===== src/rtl/sfq_pulse_deser.sv =====
// sfq_pulse_deser
//   Capture stage for the confluence-buffer pulse output (ABO). Samples the
//   pulse level once per TI cycle (pulse = 1, no pulse = 0), assembles
//   WIDTH-bit words aligned to the frame marker FI and presents each complete
//   word on a valid/ready output register. It also keeps a saturating count of
//   captured ones for link bring-up.
//
// Parameters
//   WIDTH  word length in bits (>= 2)
//   CNT_W  width of the ones counter
//
// Ports
//   TI   in   clock, all logic on its rising edge
//   RI   in   synchronous active-high reset
//   AI   in   sampled pulse level (1 = pulse present this cycle)
//   FI   in   frame marker, high on the cycle whose AI is bit 0 of a word
//   RDI  in   consumer ready
//   DO   out  assembled word
//   VO   out  DO valid
//   OVO  out  sticky overflow, a completed word was dropped
//   CO   out  saturating count of captured AI=1 samples
//
// Configuration
//   SFQ_PULSE_DESER_MSB_FIRST_EN  defined: the first captured bit lands in
//   DO[WIDTH-1]. Undefined (default): the first captured bit lands in DO[0].

module sfq_pulse_deser #(
   parameter int WIDTH = 8,
   parameter int CNT_W = 16
) (
   input  logic             TI,
   input  logic             RI,
   input  logic             AI,
   input  logic             FI,
   input  logic             RDI,
   output logic [WIDTH-1:0] DO,
   output logic             VO,
   output logic             OVO,
   output logic [CNT_W-1:0] CO
);

   localparam int IW = $clog2(WIDTH);
   localparam logic [IW-1:0] LAST = IW'(WIDTH - 1);

   typedef enum logic {
      IDLE,
      COLLECT
   } state_t;

   state_t           state_q, state_d;
   logic [IW-1:0]    idx_q, idx_d;
   logic [WIDTH-1:0] sr_q, sr_d;
   logic [WIDTH-1:0] do_q, do_d;
   logic             vo_q, vo_d;
   logic             ovo_q, ovo_d;
   logic [CNT_W-1:0] co_q, co_d;

   logic             capture;
   logic             complete;
   logic             out_free;
   logic [IW-1:0]    pos;
   logic [IW-1:0]    bit_sel;
   logic [WIDTH-1:0] word;

   always_comb begin
      state_d  = state_q;
      idx_d    = idx_q;
      sr_d     = sr_q;
      do_d     = do_q;
      vo_d     = vo_q;
      ovo_d    = ovo_q;
      co_d     = co_q;

      // FI always restarts the word at bit 0, in IDLE or mid-word.
      capture  = (state_q == COLLECT) || FI;
      pos      = FI ? '0 : idx_q;
`ifdef SFQ_PULSE_DESER_MSB_FIRST_EN
      bit_sel  = LAST - pos;
`else
      bit_sel  = pos;
`endif
      word           = FI ? '0 : sr_q;
      word[bit_sel]  = AI;

      // A resync on the last index wins: no word is emitted.
      complete = capture && !FI && (idx_q == LAST);
      out_free = !vo_q || RDI;

      if (capture) begin
         state_d = COLLECT;
         sr_d    = word;
         idx_d   = complete ? '0 : pos + IW'(1);
         if (AI && (co_q != '1)) begin
            co_d = co_q + CNT_W'(1);
         end
      end

      if (complete) begin
         if (out_free) begin
            do_d = word;
            vo_d = 1'b1;
         end else begin
            ovo_d = 1'b1;
         end
      end else if (vo_q && RDI) begin
         vo_d = 1'b0;
      end
   end

   always_ff @(posedge TI) begin
      if (RI) begin
         state_q <= IDLE;
         idx_q   <= '0;
         sr_q    <= '0;
         do_q    <= '0;
         vo_q    <= 1'b0;
         ovo_q   <= 1'b0;
         co_q    <= '0;
      end else begin
         state_q <= state_d;
         idx_q   <= idx_d;
         sr_q    <= sr_d;
         do_q    <= do_d;
         vo_q    <= vo_d;
         ovo_q   <= ovo_d;
         co_q    <= co_d;
      end
   end

   assign DO  = do_q;
   assign VO  = vo_q;
   assign OVO = ovo_q;
   assign CO  = co_q;

endmodule


===== config.mk =====
export PLATFORM = sky130hd
export DESIGN_NAME = sfq_pulse_deser
export DESIGN_NICKNAME = d
export VERILOG_FILES = /design/src/rtl/sfq_pulse_deser.sv
export SDC_FILE = /design/constraint.sdc
export NUM_CORES = 1
export LEC_CHECK = 0
export ABC_CLOCK_PERIOD_IN_PS = 2200
export CAP_MARGIN = 20
export CORE_MARGIN = 5
export CORE_UTILIZATION = 53
export DETAILED_ROUTE_END_ITERATION = 8
export PLACE_DENSITY = 0.78
export SLEW_MARGIN = 20
export SYNTH_ARGS = -nofsm -noshare
export SYNTH_HDL_FRONTEND = slang
export SYNTH_SLANG_ARGS = --single-unit

===== constraint.sdc =====
create_clock -name TI -period 2.2 [get_ports TI]
set_input_delay 0.44 -clock TI [delete_from_list [all_inputs] [get_ports TI]]
set_output_delay 0.44 -clock TI [all_outputs]
set_load 0.05 [all_outputs]

# After elaboration in Yosys (flattened, before gate mapping)
# Cells that the tools add are included.
# Widths: inputs -> output; s select.
[totals]
regBits = 38
input_bits = 5
out_inout_bits = 26
word_cells = 38
[classes]
add_sub_neg = 2
magnitude_cmp = 2
n_eq_ne = 3
mux = 9
bitwise_logic = 1
reduce_logical = 14
[op_table]
columns = ["cell", "count"]
rows = [
  ["$add 16x1->16 const B", 1],
  ["$ne 16x16->1 const B", 1],
  ["$bwmux 8", 1],
  ["$mux 8", 1],
  ["$reduce_and 2->1", 4],
  ["$mux 3", 2],
  ["$logic_and 1x1->1", 5],
  ["$lt 3x4->1 const B", 1],
  ["$mux 1", 4],
  ["$add 3x1->3 const B", 1],
  ["$demux 1 s3", 1],
  ["$eq 3x3->1 const B", 1],
  ["$ge 3x1->1 const B", 1],
  ["$logic_not 1->1", 2],
  ["$logic_or 1x1->1", 2],
  ["$ne 2x1->1 const B", 1],
  ["$reduce_bool 2->1", 1],
  ["$not 1->1", 1],
]

# Longest topological paths before layout
[logic_depth]
depth_word = 6
depth_mapped = 7
mapped_depth_nobuf = 6

# Worst setup path after synthesis
# No wires, ideal clock.
[synth_timing]
path_kind = "reg-to-reg"
startpoint = "register co_q[0] (netlist: CO[0])"
endpoint = "register co_q[6] (netlist: CO[6])"
setup_time_ns = 0.121
t_arrival_ns = 2.056
required_ns = 2.079
setup_slack_ns = 0.023
path_stages_with_launch = 7
path_buffers = 1
synth_period_minus_slack_ns = 2.177
path_cell_list = "dfxtp_1 > ha_1 > nand3_1 > or2_0 > clkbuf_1 > nor4b_1 > mux2_2"
[synth_via]
elab_chain_cells = 3
word_cells_on_any_way = 4
classes_between = "add/sub (1); eq/ne (1); reduce/logical (2)"
[synth_rtl]
columns = ["item", "line", "source"]
rows = [
  ["start: declaration", "56", "logic [CNT_W-1:0] co_q, co_d;"],
  ["start signal: assignment", "126", "co_q <= co_d;"],
  ["branches (longest 3 deep; another with $add 16x1->16)", "-", ""],
]
# Several ways; the timed one is not identified.
# A chain may end at the register's enable or synchronous reset.

# Worst setup path after layout
[layout_timing]
startpoint = "register co_q[8] (netlist: CO[8])"
endpoint = "output port CO[8]"
[layout_rtl]
columns = ["item", "line", "source"]
rows = [
  ["end: declaration", "39", "output logic [CNT_W-1:0] CO"],
]
# No word-level cell between the ends.

==> reports/results.ini <==
[clocking]
cts_resized = 0
cts_max_path_buffers = 2
numClockSinks = 38
ctsHoldBuffers = 0
htree_levels = 2
tritoncts = built
cts_root_buf = clkbuf_4
path_clk_slew_ns = 0.12
clock_latency_ns = 0.34
cts_buffers = 5
cts_setup_buffers = 0

[global_routing]
grt_overflow_total = 0
grt_usage_pct = 17.2
grt_pass1_vias = 1522
grt_pass1_wl_um = 7000
grt_antenna_before_repair = 0
grt_max_degree = 28

[timing]
hold_ws_ns = 0.456
tns_ns = 0
max_freq_mhz = 481
layout_setup_ws_ns = 0.121
slew_headroom_pct = 65.4
rsz0062_at_grt = no
min_period_ns = 2.08
period_share_pct = 94.5
slew_viol_final = 0
finalHoldViolCount = 0
setup_viol_count_final = 0
fin_worst_skew_ns = 0.0109
tightest_slew_ns = 0.517

[worst_setup_path]
cp-start-kind = register
required_ns = 1.76
setup.worst_path.class = register to primary output
cp.arrival_ns = 1.64
critPathSlowestCell = clkdlybuf4s50_1
endpoint_kind = primary output
max_stage_delay_ns = 0.85
cp_max_fo = 7
cpLargestDelayFamily = buffers and inverters
crit_chain = clkdlybuf4s50_1
critPathBufInv = 1

[layout]
fin_cells = 308
drive_gt1_share_pct = 13.0
area_growth_pct = 24.5
nets = 268
antennaDiodeCount = 0
finish.utilization_pct = 69.7

[routing]
wl_per_cell_um = 13.0
drt-total-wl_um = 4000
drtAntennaViolNets = 0
dr.pass1.iters = 4
vias = 1685
drc = 0
via_per_inst = 5.47
dr.first_iter.drc_count = 153

[floorplanning]
io_pins = 31
rows = 21
die_y_um = 69.8
coreArea_um2 = 3390
start_util_pct = 56.0
dieArea_um2 = 4880
die_width_um = 69.8

[placement]
place_congestion = 0.781
hpwl_um = 2830
io_buffers = 30
dpl.cell_count = 300
dp_slack_ns = -0.0775

[synth]
ys_ff_latch = 38
ys.flop_type = dfxtp_1
synthArstFlopShare_pct = 0
yosys_warnings = 0
syn_area_um2 = 1900
synth.distinct_cells = 36
netlist_instances = 223
synth-edff-count = 0
syn-num-nets = 230
ys_seq_area_share_pct = 40.1
avgSynthCellArea_um2 = 8.51

[status]
status = complete, no violations

[pwr]
ir_drop_mv = 0.359
p_per_area_nw_per_um2 = 505
p_leak_nw = 0.852

[min_path]
hold_class = register to register

[run]
maxCapViolations = 0

## synthesized netlist by cell type (all sizes together) (4+ instances only)
cell    instances  share of area, %
o21ai           4               1.1
inv             7               1.4
a21oi          26               6.9
mux2            6               3.6
nor4            6               2.8
nor3            5               1.3
nor2           19               3.8
o31ai           6               2.4
nand2          18               3.6
nand3b          4               1.6
or4             5               2.0
or3            18               6.2
nand3           5               1.3
dfxtp          38                40
nand4           4               1.6
buf             8               2.7
clkbuf          8               1.6
mux2i           9               4.7
nor2b           9               3.0
## cell usage in the layout (no fill, tap or decap), types with 6 or more instances in the layout
master,n
dfxtp_1,38
clkdlybuf4s50_1,30
a21oi_1,26
nor2_1,19
nand2_1,18
or3_1,17
buf_4,17
nor2b_1,9
mux2i_1,9
inv_1,7
mux2_2,6
o31ai_1,6
## registers in the layout, indices dropped and copies added (netlist names)
| name | flops |
|---|---|
| DO | 8 |
| state_q | 1 |
| CO | 16 |
| sr_q | 8 |
| OVO | 1 |
| idx_q | 3 |
| VO | 1 |
## kinds of logic after synthesis
group           count (synthesis)  synth area share, %
buf+inv                        23                 5.67
mux                            15                 8.31
flops                          38                 40.1
xor+xnor                        1                0.462
simple gates                  103                 31.8
fa+ha+maj                       2                 1.32
compound gates                 41                 12.3
## area by class of cell
cell class | count | area (µm²)
Clock buffer | 7 | 55.1
Fill cell | 273 | 1030
Sequential cell | 38 | 761
Clock inverter | 1 | 5.00
Timing Repair Buffer | 47 | 428
Inverter | 7 | 26.3
Multi-Input combinational cell | 162 | 1030
Tap cell | 46 | 57.6
## stage by stage
step	instance area [µm²]	total power [mW]
3_5_place_dp	2300	0.830
4_1_cts	2360	1.20
5_1_grt	2360	1.25
3_3_place_gp	2300	0.828
2_1_floorplan	1900	0.792
6_report	2360	1.19
## tightest hold or removal path: cells and delay by family, from the launching register on
family,cells,cell delay [ns]
and+or+nand+nor,1,0.05
DFF,1,0.32
AOI/OAI and AO/OA,1,0.05
## layer usage
metal	global-route usage [%]	part of all wire, %	vias up
li1	-	-	877
met1	24.6	50	756
met2	24.6	43	48
met3	5.65	6.1	4
met4	4.89	0.85	0
met5	0	0	-
## power by group
group / switching (mW) / leakage (nW) / internal, mW
sequential: 0.0162 / 0.307 / 0.697
combinational: 0.0586 / 0.509 / 0.0440
clock: 0.223 / 0.0353 / 0.155
## final timing paths
check | from | end | slack, ns | depth (start not counted)
hold / removal | sr_q[4] | sr_q[4] | 0.46 | 2
setup reg to reg | CO[0] | CO[6] | 0.24 | 5
hold reg to reg | sr_q[4] | sr_q[4] | 0.46 | 2
setup / recovery | CO[8] | CO[8] | 0.12 | 1
Note: power is estimated with default switching activity, not from simulation.
